## src/rtl/if_stage_ctrl.sv

```systemverilog
// Instruction-fetch front end: drives the PC, the instruction-memory request and the IF/ID pipeline register.
// Handles hazard stalls, redirects, fetch wait states and ECALL halt.
module if_stage_ctrl #(
  parameter logic [31:0] RESET_PC = 32'h0000_0000,
  parameter logic [31:0] NOP_INST = 32'h0000_0013
) (
  input  logic        clk,
  input  logic        reset,
  input  logic        pc_write,
  input  logic        IF_ID_write,
  input  logic        flush,
  input  logic [31:0] branch_target,
  input  logic        halt,
  output logic        imem_req,
  output logic [31:0] imem_addr,
  input  logic        imem_ready,
  input  logic [31:0] imem_data,
  output logic [31:0] IF_ID_inst,
  output logic [31:0] IF_ID_pc,
  output logic        IF_ID_valid,
  output logic        fetch_busy,
  output logic [31:0] stall_count
);

  typedef enum logic [1:0] {
    S_FETCH,
    S_HOLD,
    S_HALTED
  } state_t;

  typedef struct packed {
    logic [31:0] inst;
    logic [31:0] pc;
    logic        valid;
  } if_id_t;

  localparam if_id_t BUBBLE = '{inst: NOP_INST, pc: 32'h0, valid: 1'b0};

  state_t      r_state;
  logic [31:0] r_pc;
  if_id_t      r_if_id;
  if_id_t      r_hold;
  logic [31:0] r_stall_count;

  logic w_busy;
  logic w_stall_evt;
  logic w_release;

  assign imem_req    = (r_state == S_FETCH);
  assign imem_addr   = r_pc;
  assign w_busy      = imem_req && !imem_ready;
  assign fetch_busy  = w_busy;
  assign w_release   = IF_ID_write && pc_write;

  // Halt and flush edges are redirects, not stalls, so they never count.
  assign w_stall_evt = (r_state != S_HALTED) && !halt && !flush && (!pc_write || w_busy);

  assign IF_ID_inst  = r_if_id.inst;
  assign IF_ID_pc    = r_if_id.pc;
  assign IF_ID_valid = r_if_id.valid;
  assign stall_count = r_stall_count;

  // NOTE: every register here is updated with <= so all of them see the pre-edge
  // values of each other; a blocking = would make later statements observe new state.
  always_ff @(posedge clk or posedge reset) begin
    if (reset) begin
      r_state       <= S_FETCH;
      r_pc          <= RESET_PC;
      r_if_id       <= BUBBLE;
      r_hold        <= BUBBLE;
      r_stall_count <= 32'h0;
    end else begin
      if (w_stall_evt && (r_stall_count != 32'hFFFF_FFFF))
        r_stall_count <= r_stall_count + 32'd1;

      if (r_state != S_HALTED) begin
        if (halt) begin
          r_state <= S_HALTED;
          r_if_id <= BUBBLE;
        end else if (flush) begin
          r_state <= S_FETCH;
          r_pc    <= branch_target;
          r_if_id <= BUBBLE;
          r_hold  <= BUBBLE;
        end else begin
          case (r_state)
            S_FETCH: begin
              if (imem_ready) begin
                if (w_release) begin
                  r_if_id <= '{inst: imem_data, pc: r_pc, valid: 1'b1};
                  r_pc    <= r_pc + 32'd4;
                end else begin
                  // Either stall input blocks delivery: park the word so it is not refetched.
                  r_hold  <= '{inst: imem_data, pc: r_pc, valid: 1'b1};
                  r_state <= S_HOLD;
                end
              end else if (IF_ID_write) begin
                r_if_id <= BUBBLE;
              end
            end
            S_HOLD: begin
              if (w_release) begin
                r_if_id <= r_hold;
                r_pc    <= r_pc + 32'd4;
                r_state <= S_FETCH;
              end
            end
            default: ;
          endcase
        end
      end
    end
  end

endmodule

```

## config.mk

```make
export PLATFORM = sky130hd
export DESIGN_NAME = if_stage_ctrl
export DESIGN_NICKNAME = d
export VERILOG_FILES = /design/src/rtl/if_stage_ctrl.sv
export SDC_FILE = /design/constraint.sdc
export NUM_CORES = 1
export LEC_CHECK = 0
export CAP_MARGIN = 40
export CORE_MARGIN = 2
export CORE_UTILIZATION = 51
export DETAILED_ROUTE_END_ITERATION = 8
export GPL_TIMING_DRIVEN = 0
export HOLD_SLACK_MARGIN = 0.05
export PLACE_DENSITY = 0.8
export SYNTH_ARGS = -nofsm -noshare
export SYNTH_HDL_FRONTEND = slang
export SYNTH_SLANG_ARGS = --single-unit
```

## constraint.sdc

```tcl
create_clock -name clk -period 8.18 [get_ports clk]
set_input_delay 1.636 -clock clk [delete_from_list [all_inputs] [get_ports clk]]
set_output_delay 1.636 -clock clk [all_outputs]
set_load 0.01 [all_outputs]
```

* After elaboration in Yosys (flattened, before gate mapping)
Index checks and enable logic that the tools add are counted.
** Cells by class
- Bitwise logic cells :: 1
- Add/sub/neg operators :: 2
- Equality and inequality tests :: 10
- Reduce and logical (&&, ||, !) cells :: 20
- Muxes and demuxes :: 21
** Operators by type and width (count)
- 2-to-1 mux 65 bit :: 10
- case mux 65 bit (2 select lines) :: 1
- 2-to-1 mux 32 bit :: 3
- case mux 32 bit (2 select lines) :: 1
- adder 32 x 1 -> 32 bit, second input constant :: 1
- adder 32 x 3 -> 32 bit, second input constant :: 1
- != test 32 bit, second input constant :: 1
- AND reduction 5 bit :: 3
- 2-to-1 mux 2 bit :: 5
- != test 5 x 4 -> 1 bit, second input constant :: 2
- != test 4 bit, second input constant :: 2
- logical AND 1 bit :: 6
- zero test 1 bit :: 4
- != test 2 bit, second input constant :: 2
- != test 4 x 3 -> 1 bit, second input constant :: 1
- case mux 2 bit (2 select lines) :: 1
- AND reduction 4 bit :: 1
- nonzero test 2 bit :: 2
- nonzero test 4 bit :: 1
- != test 3 x 2 -> 1 bit, second input constant :: 1
- nonzero test 3 bit :: 1
- == test 2 x 1 -> 1 bit, second input constant :: 1
- zero test 2 bit :: 1
- logical OR 1 bit :: 1
- inverter 1 bit :: 1
** Storage, ports and cells
- Output and inout bits :: 131
- Logic and storage cells :: 63
- Register bits after elaboration :: 196
- Bits of input ports :: 71

* Depth between registers and ports, before layout
- Depth in word-level cells :: 6
- Depth in mapped cells :: 9
- Gate-level depth less buffers :: 6

* Least setup slack after synthesis
OpenSTA, ideal clock, no wires.
- Path kind :: input-to-output
- From :: in imem_ready
- To :: out fetch_busy
- Data required time :: 6.544 ns
- Stages on the path :: 4
- Arrival time :: 2.449 ns
- Buffers on the path :: 3
- Setup slack :: 4.095 ns
- Cells stage by stage :: clkbuf_1 > clkbuf_1 > clkbuf_1 > nor3_1
** Between the ends
- Word-level cells in the longest chain between the ends :: 2
** RTL lines
- start: declaration :: line 16 : input logic imem_ready,
- zero test 1 bit :: line 51 : assign w_busy = imem_req && !imem_ready;
- logical AND 1 bit :: line 51
- end: declaration :: line 21 : output logic fetch_busy,
No other way between the ends.

* Final worst setup path
Same ends and word-level chain as after synthesis.

==> run metrics <==
Port Buffers=200; share of post-route cells with drive strength above 1=slightly above 6%; fillers=roughly 1,400; clock root cell=clkbuf_16; Final #Nets=1,210; Lkg Pwr=approximately 5.3 nW; pin slew with the least headroom to its limit=roughly 0.85 ns; #FFs+latches synth=between 150 and 200; Slew Limit Fails=0; grt ovf=0; sequential-to-total area share from yosys stat=53.42%; drt pass-1 iters=5; DR WL/cell=18.93 um; Yosys warnings=0; Antenna Nets Post-Route=0; Post-Syn Instances=about 920; drt drc=0; die extent in y=between 100 and 150 um; Syn-to-layout area delta=32.62%; pwr dens=171.9 mW/mm2; hold path cells=2; outcome=completed; CTS tree=built; Synth top area share=between 50% and 60%; # rows=49; FF-to-FF path depth=6; RSZ-0062 raised after global routing=false; Tmin final=~5.1 ns; skew final=a little under 0.01 ns; ANT cells=0; Resize count post-CTS=0; CP Class=in2out; period utilization=between 60% and 70%; FF/Latch Area=0.004912 mm2; Clock Pin Slew Worst Setup and Hold Paths=roughly 0.070 ns; Critical Path, Cell by Cell=clkbuf_1, clkbuf_1, clkbuf_1, nor3_1, clkdlybuf4s50_1; most frequent CP cell=clkbuf_1; Setup crit start kind=input pin; CP top delay family=buffers and inverters; clock buffer depth=2; area taken by multi-input logic gates=0.003892 mm2; FFs w/ async S/R, synth=100.0%; Die ar.=about 0.019 mm2; fmax=0.1960 GHz; vias per cell=roughly 6; max incr delay on CP=0.53 ns; worst-path fanout max=10; Tot Pwr=between 2 and 2.5 mW; total track usage=between 20% and 30%; Fin Setup TNS=0 ns; Die X=~140 um; Setup-failing EPs final=0; latest clock arrival within the worst-skew pair=between 0.4 and 0.5 ns; Stages on worst setup path=5; global-route wire length before repair=41,910 um; synth unique cells=52; synth top area cells=dfrtp_1 (52%), a22o_1 (5.8%), and3_1 (5.2%); IO Pins=approximately 200; CP required=approximately 6.5 ns; max cap viols=0; pin count of the biggest net entering global routing=~100; Iter 0 DRT Violations=approximately 820; total setup buffers inserted after CTS=0; Hold Vio Cnt, Final=0; Slowest-stage cell, CP=clkdlybuf4s50_1; clock sink count=~200; Mapped Nets=~990; VDD IR max=between 100 and 150 uV; Num CTS Buffers=17; crit path DAT=3.47 ns; area leader, netlist=dfrtp_1; CP endpoint kind=output pin; vias=just over 8,000; Max H-tree Level=4; HP Class=reg2reg; total wire length=26,100 um; DP HPWL=around 18,000 um; Initial Utilization=between 50% and 60%; worst relative slew slack=approximately 43%; Core ar.=0.01784 mm2; Buf+Inv Stages, Crit Path=4; RD Place Congestion=~0.84; Synth Cell Area=a little over 0.009 mm2; hold_buf cts=0; predominant post-synthesis flop cell=dfrtp_1; synthesized area per cell=approximately 10 um2; hold_ws=0.4768 ns; initial antenna violation count=0; Post-synth EDFFs=0; vias in the first global route=approximately 7,800
-- per-stage QoR --
step	utilization (%)	cells	instance area, um2	worst slack, ns
after CTS	68.35	1379	12190	3.038
after floorplan	-	916	9195	1.213
final	68.35	1379	12190	3.078
after detailed placement	64.59	1347	11520	3.017
after global placement	64.37	1345	11480	-1.299
after global routing	68.35	1379	12190	2.955
-- power breakdown --
| part | switching (mW) | internal (mW) | total (mW) |
|---|---|---|---|
| combinational | 0.0683 | 0.0700 | 0.138 |
| sequential | 0.0142 | 0.988 | 1.00 |
| clock | 0.372 | 0.583 | 0.955 |
-- registers in the layout (all words and copies together), names as in the netlist --
register     count
stall_count     32
imem_addr       32
IF_ID_inst      32
r_hold          65
IF_ID_pc        32
IF_ID_valid      1
r_state          2
-- metal layers --
layer,GRT usage (%),vias up,routed length [um]
met4,7.519,0,508
met5,0,-,0
met2,44.27,348,12800
met3,3.776,35,1471
met1,38.56,4058,11320
li1,-,3842,-
-- layout make-up --
type / count / area share, %
sequential: 196 / 40.28
multi-input combinational: 623 / 31.92
timing repair buffer: 202 / 16.68
clock buffer: 19 / 3.632
buffer: 82 / 2.740
tap: 229 / 2.350
clock inverter: 13 / 1.867
inverter: 15 / 0.5233
-- tightest hold or removal path, stage by stage, from the launching register on --
cell and delay, ns:
dfrtp_1 0.34, nand2_1 0.05, o31ai_1 0.05
-- synth_stat cells (7+ instances only) --
cell type	number
dfrtp_1	190
nand2_1	90
a21oi_1	89
and3_1	76
o31ai_1	62
a22o_1	61
clkbuf_1	58
nor2_1	33
nand3_1	30
xnor2_1	24
o22ai_1	23
buf_2	21
nand4_1	21
nor3_1	17
inv_1	15
o21ai_0	13
and4_1	10
a31oi_1	8
mux2i_1	8
xor2_1	7
-- cell usage in the layout, fill, tap and decap left out, types with 10 or more instances in the layout --
cell             Yosys  routed
o21ai_0             13      13
clkbuf_16            0      17
o31ai_1             62      62
and4_1              10      10
nor3_1              17      17
and3_1              76      76
xnor2_1             24      24
clkdlybuf4s50_1      0     200
nand3_1             30      30
clkbuf_1            58      59
nor2_1              33      33
buf_2               21      22
a21oi_1             89      89
dfrtp_1            190     190
a22o_1              61      61
o22ai_1             23      23
inv_1               15      14
nand4_1             21      21
nand2_1             90      90
-- worst paths after layout --
kind,start,to,slack (ns)
max,imem_ready,fetch_busy,3.08
min,IF_ID_pc[12],IF_ID_pc[12],0.48
max reg2reg,r_state[0],IF_ID_pc[27],5.82
min reg2reg,IF_ID_pc[12],IF_ID_pc[12],0.48
max in group asynchronous,reset,imem_addr[30],5.56
min in group asynchronous,reset,IF_ID_inst[13],1.73
-- cells by family (layout without fill, tap and decap cells) --
| kind of cell | Yosys count | in the layout | synth area share (%) |
|---|---|---|---|
| flops | 196 | 196 | 53.42 |
| mux | 10 | 10 | 1.116 |
| compound gates | 289 | 289 | 21.80 |
| buf+inv | 97 | 331 | 4.245 |
| simple gates | 291 | 291 | 16.19 |
| fa+ha+maj | 2 | 2 | 0.2721 |
| xor+xnor | 31 | 31 | 2.953 |
Power figures use the tool's default switching activity.
==> RTL change (config.mk and constraints unchanged) <==
Make the reset (`reset`) synchronous in one clocked block.
--- a/src/rtl/if_stage_ctrl.sv
+++ b/src/rtl/if_stage_ctrl.sv
@@ -62,7 +62,7 @@
 
   // NOTE: every register here is updated with <= so all of them see the pre-edge
   // values of each other; a blocking = would make later statements observe new state.
-  always_ff @(posedge clk or posedge reset) begin
+  always_ff @(posedge clk) begin
     if (reset) begin
       r_state       <= S_FETCH;
       r_pc          <= RESET_PC;
Function: changed (a bounded check fails within 4 cycles, from zero or initial values and one cycle with reset high; the reset may be asserted at any time).
==> RTL change against the unedited design <==
Sequential share of layout area shrank 6.1 points; wire length grew 10%; fmax grew 22%; final area shrank 5.8%; setup slack gained 0.90 ns; register-to-register slack lost 0.41 ns; non-clock buffer count grew 10; synthesized cell count grew 11%; area after synthesis shrank 5.9%; sequential cell count is the same.
Power is not compared: it rests on default switching activity, and its combinational part moved more than twofold at a synthesized area within 25%.
==> RTL change: results (changes against the unedited design) <==
* Status: finished, final reports clean
* Drt first-iter violations at 909 (+12%)
* Period minus WS final at 4.20 ns (-0.904 ns)
* Largest net degree at the start of global routing at 17 (-84%)
* GPL Wtd Cong at 0.970 (+15%)
* Metal2 WL at 12.8 mm (+0.28%)
* Met2 usage at 47.3% (+3.0 points)
* Dpl ws at 3.64 ns (+0.626 ns)
* First-pass GRT wire length at 44.5 mm (+6.1%)
* Commonest cells post-synth: 196 x dfxtp_1, 163 x nor2_1, 74 x clkbuf_1
* GR Layer Usage met1 at 41.7% (+3.2 points)
* Unique cell type count in the Yosys netlist at 70 (+35%)
* Clock Latency Late Sink at 0.45 ns (+0.02 ns)
* TritonCTS buffer count at 17 (unchanged)
* Rel. slew slack at 43.6% (+0.47 points)
* Fraction of registers with async set/reset at 0% (-100 points)
* Worst hold start: IF_ID_inst[1]
* Reg-to-Reg Start: imem_addr[2]
* Synth top area cells: dfxtp_1 45%, nor2_1 7.1%, a221oi_1 6.2%
* Mux contribution to synthesized area at 1.11% (-0.0018 points)
* Clock Path Buffers at 2 (unchanged)
* Clock skew at 0.00848 ns (-0.00122 ns)
* R2r worst-path depth at 7 (+1)
* Post-DP HPWL at 20.5 mm (+12%)
* Placed cells at 1434 (+6.5%)
* Synthesized Nets at 1086 (+9.8%)
* Synth Area in Compound Gates at 24.1% (+2.3 points)
* Nets at 1306 (+7.9%)
* WP data arrival at 2.56 ns (-0.91 ns)
* Routed wl met3 at 2.92 mm (+99%)
* Share of cells above drive strength 1 at 5.06% (-1.0 points)
* Met3 Usage GRT at 8.13% (+4.3 points)
* Cell Area, Placed at 0.0109 mm^2 (-5.1%)
* Average size of a mapped cell at 8.54 um^2 (-15%)
* Vias in the first global route at 8365 (+7.1%)
* GRT Overall Usage at 31.0% (+3.9 points)
* Drt total wl at 28.7 mm (+10%)
* CP max stage delay at 0.57 ns (+0.04 ns)
* Mean routed wirelength per cell at 19.6 um (+3.6%)
* Internal reg-to-reg setup slack at 5.41 ns (-0.41 ns)
* WL met1 at 12.0 mm (+6.0%)
* RR Endpoint: imem_addr[26]
* Xor/xnor share of the synthesized area at 0.405% (-2.5 points)
* Post-synthesis sequential area ratio at 45.4% (-8.1 points)
* Most used flip-flop cell after synthesis: dfxtp_1
[RTL change: changes by cell type in the layout (fill, tap and decap cells not counted), moves of 61 or more]
cell,unedited run,this run
a221oi_1,0,61
a22oi_1,3,68
dfrtp_1,190,0
dfxtp_1,0,196
nor2_1,33,163
and3_1,76,11
[RTL change: worst min-delay path by stage]
stage | endpoint | slack, ns
6_report | IF_ID_inst[1] | 0.48
5_1_grt | IF_ID_inst[1] | 0.50
4_1_cts | r_hold[34] | 0.48
3_5_place_dp | r_hold[34] | 0.46
3_3_place_gp | IF_ID_inst[0] | 0.45
2_1_floorplan | r_hold[33] | 0.44
[RTL change: layout make-up]
type | count | area, um^2
timing repair buffer | 201 | 2010
multi-input combinational | 712 | 4260
inverter | 12 | 45.0
sequential | 196 | 3920
clock inverter | 11 | 104
fill | 1360 | 5100
tap | 220 | 275
clock buffer | 20 | 447
buffer | 93 | 422
